$ cat config.mk
export PLATFORM = sky130hd
export DESIGN_NAME = decode_stage
export DESIGN_NICKNAME = d
export VERILOG_FILES = /design/src/rtl/decode_stage.sv
export SDC_FILE = /design/constraint.sdc
export NUM_CORES = 2
export LEC_CHECK = 0
export ABC_AREA = 1
export ABC_CLOCK_PERIOD_IN_PS = 6100
export BUFFER_PORTS_ARGS = -buffer_cell sky130_fd_sc_hd__buf_2
export CORE_UTILIZATION = 50
export CTS_BUF_LIST = sky130_fd_sc_hd__clkbuf_4 sky130_fd_sc_hd__clkbuf_8
export DETAILED_ROUTE_END_ITERATION = 16
export PLACE_DENSITY_LB_ADDON = 0.12
export SLEW_MARGIN = 5
export SYNTH_ARGS = -nofsm -noshare
export SYNTH_HDL_FRONTEND = slang
export SYNTH_SLANG_ARGS = --single-unit
export TNS_END_PERCENT = 5
$ cat constraint.sdc
create_clock -name clk -period 6.1 [get_ports clk]
set_input_delay 0.915 -clock clk [delete_from_list [all_inputs] [get_ports clk]]
set_output_delay 0.915 -clock clk [all_outputs]
set_load 0.005 [all_outputs]
$ cat src/rtl/decode_stage.sv
// RV32I decode stage: one-entry hold register, 31x32 register file, priority bypass.
// Define DEC_SCOREBOARD_EN to add the per-register load-use scoreboard.
module decode_stage #(
  parameter int unsigned FWD_PORTS = 2,
  parameter int unsigned LOAD_LAT  = 2
) (
  input  logic                   clk,
  input  logic                   rst,
  input  logic                   in_valid,
  output logic                   in_ready,
  input  logic [31:0]            in_pc,
  input  logic [31:0]            in_inst,
  input  logic                   flush,
  input  logic [FWD_PORTS-1:0]   fwd_valid,
  input  logic [5*FWD_PORTS-1:0] fwd_rd,
  input  logic [32*FWD_PORTS-1:0] fwd_data,
  input  logic                   wb_we,
  input  logic [4:0]             wb_rd,
  input  logic [31:0]            wb_data,
  output logic                   out_valid,
  input  logic                   out_ready,
  output logic [31:0]            out_pc,
  output logic [2:0]             out_class,
  output logic [3:0]             out_alu_op,
  output logic [2:0]             out_funct3,
  output logic [4:0]             out_rd,
  output logic                   out_rd_we,
  output logic [31:0]            out_src1,
  output logic [31:0]            out_src2,
  output logic [31:0]            out_imm,
  output logic                   out_illegal
);

  typedef enum logic [2:0] {
    CL_ALU_R, CL_ALU_I, CL_LOAD, CL_STORE, CL_BRANCH, CL_JAL, CL_JALR, CL_UPPER
  } class_e;

  typedef enum logic [3:0] {
    OP_ADD, OP_SUB, OP_SLL, OP_SLT, OP_SLTU, OP_XOR, OP_SRL, OP_SRA, OP_OR, OP_AND
  } alu_e;

  typedef enum logic [6:0] {
    OPC_LUI    = 7'b0110111,
    OPC_AUIPC  = 7'b0010111,
    OPC_JAL    = 7'b1101111,
    OPC_JALR   = 7'b1100111,
    OPC_BRANCH = 7'b1100011,
    OPC_LOAD   = 7'b0000011,
    OPC_STORE  = 7'b0100011,
    OPC_OP_IMM = 7'b0010011,
    OPC_OP     = 7'b0110011
  } opcode_e;

  if (LOAD_LAT < 1 || LOAD_LAT > 7) begin : g_bad_lat
    $error("decode_stage: LOAD_LAT must be 1..7");
  end

  logic        hold_valid;
  logic [31:0] hold_pc;
  logic [31:0] hold_inst;
  logic        out_fire;
  logic        hazard;
  logic [31:0] regs [1:31];

  assign out_fire  = out_valid && out_ready;
  assign in_ready  = !flush && (!hold_valid || out_fire);
  assign out_valid = hold_valid && !hazard && !flush;

  always_ff @(posedge clk) begin
    if (!rst) begin
      hold_valid <= 1'b0;
      hold_pc    <= '0;
      hold_inst  <= 32'h0000_0013;
    end else if (flush) begin
      hold_valid <= 1'b0;
    end else if (in_valid && in_ready) begin
      hold_valid <= 1'b1;
      hold_pc    <= in_pc;
      hold_inst  <= in_inst;
    end else if (out_fire) begin
      hold_valid <= 1'b0;
    end
  end

  always_ff @(posedge clk) begin
    if (!rst) begin
      for (int unsigned r = 1; r < 32; r++) regs[r[4:0]] <= '0;
    end else if (wb_we && wb_rd != 5'd0) begin
      regs[wb_rd] <= wb_data;
    end
  end

  logic [6:0]  opc;
  logic [2:0]  f3;
  logic [6:0]  f7;
  logic [4:0]  rs1, rs2, rd;
  logic [31:0] imm_i, imm_s, imm_b, imm_j, imm_u, imm_sh;

  assign opc    = hold_inst[6:0];
  assign f3     = hold_inst[14:12];
  assign f7     = hold_inst[31:25];
  assign rd     = hold_inst[11:7];
  assign rs1    = hold_inst[19:15];
  assign rs2    = hold_inst[24:20];
  assign imm_i  = {{20{hold_inst[31]}}, hold_inst[31:20]};
  assign imm_s  = {{20{hold_inst[31]}}, hold_inst[31:25], hold_inst[11:7]};
  assign imm_b  = {{19{hold_inst[31]}}, hold_inst[31], hold_inst[7], hold_inst[30:25],
                   hold_inst[11:8], 1'b0};
  assign imm_j  = {{11{hold_inst[31]}}, hold_inst[31], hold_inst[19:12], hold_inst[20],
                   hold_inst[30:21], 1'b0};
  assign imm_u  = {hold_inst[31:12], 12'b0};
  assign imm_sh = {27'b0, hold_inst[24:20]};

  function automatic alu_e f3_op(input logic [2:0] fn, input logic alt);
    case (fn)
      3'b000:  f3_op = alt ? OP_SUB : OP_ADD;
      3'b001:  f3_op = OP_SLL;
      3'b010:  f3_op = OP_SLT;
      3'b011:  f3_op = OP_SLTU;
      3'b100:  f3_op = OP_XOR;
      3'b101:  f3_op = alt ? OP_SRA : OP_SRL;
      3'b110:  f3_op = OP_OR;
      default: f3_op = OP_AND;
    endcase
  endfunction

  class_e      dec_class;
  alu_e        dec_op;
  logic [31:0] dec_imm;
  logic        dec_illegal;
  logic        use_rs1, use_rs2;

  always_comb begin
    dec_class   = CL_ALU_I;
    dec_op      = OP_ADD;
    dec_imm     = '0;
    dec_illegal = 1'b0;
    use_rs1     = 1'b0;
    use_rs2     = 1'b0;
    case (opc)
      OPC_OP: begin
        dec_class = CL_ALU_R;
        use_rs1   = 1'b1;
        use_rs2   = 1'b1;
        dec_op    = f3_op(f3, hold_inst[30]);
        dec_illegal = !(f7 == 7'b0000000 ||
                        (f7 == 7'b0100000 && (f3 == 3'b000 || f3 == 3'b101)));
      end
      OPC_OP_IMM: begin
        use_rs1 = 1'b1;
        dec_op  = f3_op(f3, (f3 == 3'b101) && hold_inst[30]);
        dec_imm = imm_i;
        // shifts present the bare shamt rather than the funct7-polluted I-immediate
        if (f3 == 3'b001) begin
          dec_imm     = imm_sh;
          dec_illegal = (f7 != 7'b0000000);
        end else if (f3 == 3'b101) begin
          dec_imm     = imm_sh;
          dec_illegal = !(f7 == 7'b0000000 || f7 == 7'b0100000);
        end
      end
      OPC_LOAD: begin
        dec_class   = CL_LOAD;
        use_rs1     = 1'b1;
        dec_imm     = imm_i;
        dec_illegal = (f3 == 3'b011 || f3 == 3'b110 || f3 == 3'b111);
      end
      OPC_STORE: begin
        dec_class   = CL_STORE;
        use_rs1     = 1'b1;
        use_rs2     = 1'b1;
        dec_imm     = imm_s;
        dec_illegal = (f3[2] || f3 == 3'b011);
      end
      OPC_BRANCH: begin
        dec_class   = CL_BRANCH;
        use_rs1     = 1'b1;
        use_rs2     = 1'b1;
        dec_imm     = imm_b;
        dec_illegal = (f3 == 3'b010 || f3 == 3'b011);
      end
      OPC_JAL: begin
        dec_class = CL_JAL;
        dec_imm   = imm_j;
      end
      OPC_JALR: begin
        dec_class   = CL_JALR;
        use_rs1     = 1'b1;
        dec_imm     = imm_i;
        dec_illegal = (f3 != 3'b000);
      end
      OPC_LUI, OPC_AUIPC: begin
        dec_class = CL_UPPER;
        dec_imm   = imm_u;
      end
      default: dec_illegal = 1'b1;
    endcase
  end

  function automatic logic [31:0] resolve(input logic [4:0] rs, input logic [31:0] rf_val);
    logic [31:0] v;
    logic        hit;
    v   = rf_val;
    hit = 1'b0;
    for (int unsigned i = 0; i < FWD_PORTS; i++) begin
      if (!hit && fwd_valid[i] && fwd_rd[5*i +: 5] == rs) begin
        v   = fwd_data[32*i +: 32];
        hit = 1'b1;
      end
    end
    if (!hit && wb_we && wb_rd == rs) v = wb_data;
    if (rs == 5'd0) v = '0;
    return v;
  endfunction

  logic [31:0] rf1, rf2, op_a, op_b;

  always_comb begin
    rf1  = (rs1 == 5'd0) ? '0 : regs[rs1];
    rf2  = (rs2 == 5'd0) ? '0 : regs[rs2];
    op_a = resolve(rs1, rf1);
    op_b = resolve(rs2, rf2);
  end

`ifdef DEC_SCOREBOARD_EN
  logic [2:0] pending [1:31];

  always_ff @(posedge clk) begin
    if (!rst) begin
      for (int unsigned r = 1; r < 32; r++) pending[r[4:0]] <= '0;
    end else begin
      for (int unsigned r = 1; r < 32; r++) begin
        if (out_fire && dec_class == CL_LOAD && rd == r[4:0])
          pending[r[4:0]] <= 3'(LOAD_LAT);
        else if (pending[r[4:0]] != 3'd0)
          pending[r[4:0]] <= pending[r[4:0]] - 3'd1;
      end
    end
  end

  assign hazard = (use_rs1 && rs1 != 5'd0 && pending[rs1] != 3'd0) ||
                  (use_rs2 && rs2 != 5'd0 && pending[rs2] != 3'd0);
`else
  logic unused_dec;
  assign unused_dec = use_rs1 ^ use_rs2;
  assign hazard     = 1'b0;
`endif

  assign out_pc      = hold_pc;
  assign out_class   = dec_class;
  assign out_alu_op  = dec_op;
  assign out_funct3  = f3;
  assign out_rd      = rd;
  assign out_rd_we   = (rd != 5'd0) && !dec_illegal &&
                       dec_class != CL_STORE && dec_class != CL_BRANCH;
  assign out_src1    = (dec_class == CL_UPPER) ? ((opc == OPC_AUIPC) ? hold_pc : '0) : op_a;
  assign out_src2    = op_b;
  assign out_imm     = dec_imm;
  assign out_illegal = dec_illegal;

endmodule

==> reports/results.ini <==
[outcome]
outcome = finished, final reports clean

[clock_network]
clock_latency_ns = 0.93
post_cts_resized = 0
cts_buffer_depth = 3
tritoncts = done
cts_sinks = 1099
clk_pin_slew_ns = 0.06
cts_root_buf = clkbuf_8
cts_setup_buffers = 0
numCtsBuffers = 189
holdBufCountCts = 0
htreeDepth = 4

[power_and_ir_drop]
p_per_area_mw_per_mm2 = 278
power.leakage_uw = 0.0270
ir_worst_vdd_mv = 0.229
pwr-share-seq_pct = 47.6
switching_share_pct = 30.4
internal-power_uw = 13000
power_switching_uw = 5680
combPwrFrac_pct = 17.0
clkPwrFrac_pct = 35.4

[setup_path]
path_cells = clkinv_2 -> buf_4 -> nand2_1 -> nand3_1 -> nand2_1 -> nand2_1 -> nand3_1 -> nand3_1 -> nand2_1 -> nand2_1 -> nand2_1 -> nand2_1 -> a21oi_1 -> buf_2
critPathTopFamily = buffers and inverters
critical_path_buf_inv_count = 3
cpMostUsedCell = nand2_1
endpoint_kind = output port
crit_type = flop to output port
critPathMaxStageDelay_ns = 0.81
rr_worst_depth = 8
rr_startpoint = hold_valid
crit_arrival_ns = 4.29
cp_max_fo = 54
cp_slowest_cell = clkinv_2
required_ns = 5.18
regToRegSetupSlack_ns = 3.60
startpoint_type = flop

[floorplanning]
coreArea_mm2 = 0.122
die_area_mm2 = 0.124
start_util_pct = 50.5
row_count = 128
num_io_pins = 330
die_h_um = 353
fp.dieW_um = 353

[grt]
grt_pass1_vias = 53300
grt_remaining_overflow = 0
grt_pass1_wl_um = 332000
grt_max_degree = 210
grt_usage_pct = 35.3
antenna_found_initial = 11

[synth]
syn-cell-area_mm2 = 0.0615
async_flop_share_pct = 0
ys.warnings.count = 0
yosysUniqueCellTypes = 42
syn_inst = 7428
synth_edf_count = 1024
ys_ff_latch = 1099
ys_seq_area_share_pct = 52.4
synth-main-ff-cell = edfxtp_1
synth.avg_cell_area_um2 = 8.28

[final_layout]
layoutNonFillerInstCount = 9195
nNetsFinal = 7602
area_growth_pct = 9.23
drive_gt1_share_pct = 11.6

[timing]
hold_violations = 0
setup_tns_ns = 0
final.min_clock_period_ns = 5.21
rsz0062_at_grt = no
whs_ns = 0.180
finalCritPeriodShare_pct = 85.4
setup_violations = 0
finalClockSkew_ns = 0.0253
max_slew_margin_pct = 11.9
tightest_slew_ns = 1.31
max_freq_mhz = 192
drv_slew = 0

[placed_design]
place_hpwl_um = 136000
numPortBuffers = 329
gp_congestion = 0.917
place_inst = 8853

[detailed_routing]
drc = 0
routed_wl_um = 226000
first_pass_iters = 6
wl_per_cell_um = 24.5
ant_nets = 0
drt_iter0_drc = 7620
vias_per_cell = 6.14
vias = 56500

[hold_path]
worstHoldPathType = primary input to flop
min-delay-start = flush
holdPathEnd = hold_valid
min_path_cells = 2

[job]
drv_cap = 0

-- layer usage --
| layer | vias to the layer above | wire length (um) | global-route usage, % |
|---|---|---|---|
| met1 | 26800 | 86100 | 45.8 |
| met3 | 702 | 21500 | 5.51 |
| met2 | 3422 | 102000 | 54.7 |
| met4 | 4 | 15500 | 23.4 |
| li1 | 25500 | - | - |
| met5 | - | 26 | 0 |
-- area by class of cell --
class	count	area [um2]
fill	11300	54700
sequential	1099	32300
timing repair buffer	468	2910
clock inverter	68	385
clock buffer	264	3190
inverter	647	2470
tap	1625	2030
antenna	10	25.0
multi-input combinational	5014	23900
-- flip-flops by register name (all words and copies together) (netlist names), named ones only --
register / count
hold_inst: 32
hold_valid: 1
out_pc: 32
regs: 1024
-- power groups by stage --
| stage | clock (uW) | sequential, uW | combinational [uW] |
|---|---|---|---|
| after CTS | 6670 | 8890 | 3120 |
| after floorplan | 0 | 8940 | 2010 |
| after detailed placement | 0 | 9050 | 3110 |
| after global routing | 6980 | 8940 | 3430 |
| final | 6630 | 8900 | 3180 |
| after global placement | 0 | 9030 | 3080 |
-- cell usage in the layout (no fill, tap or decap), drive strengths merged --
master	instances
o221ai	9
xor2	13
diode	10
buf	468
o31ai	2
o311ai	2
nor2	1168
inv	652
a21oi	671
o211ai	422
o2111ai	1
edfxtp	1024
or2	7
nand2	962
a211oi	1
nor3	56
o22ai	6
conb	32
clkinv	58
bufinv	2
dfxtp	75
clkinvlp	3
o21ai	684
clkbuf	264
nor3b	1
nand4	31
a21boi	1
a31oi	2
nand3	943
-- through the flow --
stage | cell area, um2 | utilization (%) | setup WS [ns] | total power (uW)
after floorplan | 61600 | - | 2.99 | 10900
after global placement | 63600 | 52.2 | 1.89 | 12100
after detailed placement | 63600 | 52.2 | 1.88 | 12200
after CTS | 67200 | 55.1 | 0.936 | 18700
after global routing | 67200 | 55.1 | 0.701 | 19400
final | 67200 | 55.1 | 0.890 | 18700
-- worst max path at each step --
stage / startpoint / end / slack [ns] / cells after the start
after CTS: flop / out_src2[16] / 0.94 / 14
after detailed placement: fwd_rd[1] / out_src1[20] / 1.88 / 14
final: flop / out_src2[16] / 0.89 / 14
after floorplan: wb_rd[2] / regs[14][0] / 2.99 / 10
after global routing: flop / out_src2[4] / 0.70 / 14
after global placement: fwd_rd[1] / out_src1[27] / 1.89 / 14
-- worst register-to-register path: cells and delay by family (launching register included) --
| family | cells | cell delay [ns] |
|---|---|---|
| and+or+nand+nor | 3 | 0.73 |
| buffers and inverters | 2 | 0.49 |
| AOI/OAI and AO/OA | 3 | 0.82 |
| DFF | 1 | 0.30 |
-- cells by family (layout without fill, tap and decap cells) --
logic type / Yosys count / in the layout / synth area share [%]
AOI/OAI and AO/OA: 1801 / 1801 / 16.5
xor gates and xnor gates: 13 / 13 / 0.185
buffers and inverters: 1346 / 1447 / 9.03
DFF: 1099 / 1099 / 52.4
other: 1 / 42 / 0.00610
and+or+nand+nor: 3168 / 3168 / 21.9
-- synthesized netlist by cell type (all sizes together), types with 56 or more instances --
cell type,count,share of area [%]
a21oi,671,5.5
buf,391,3.2
clkbuf,308,1.9
dfxtp,75,2.4
edfxtp,1024,50
inv,645,3.9
nand2,962,5.9
nand3,943,7.7
nor2,1168,7.2
nor3,56,0.67
o211ai,422,5.1
o21ai,684,5.6
Note: power is estimated with default switching activity, not from simulation.
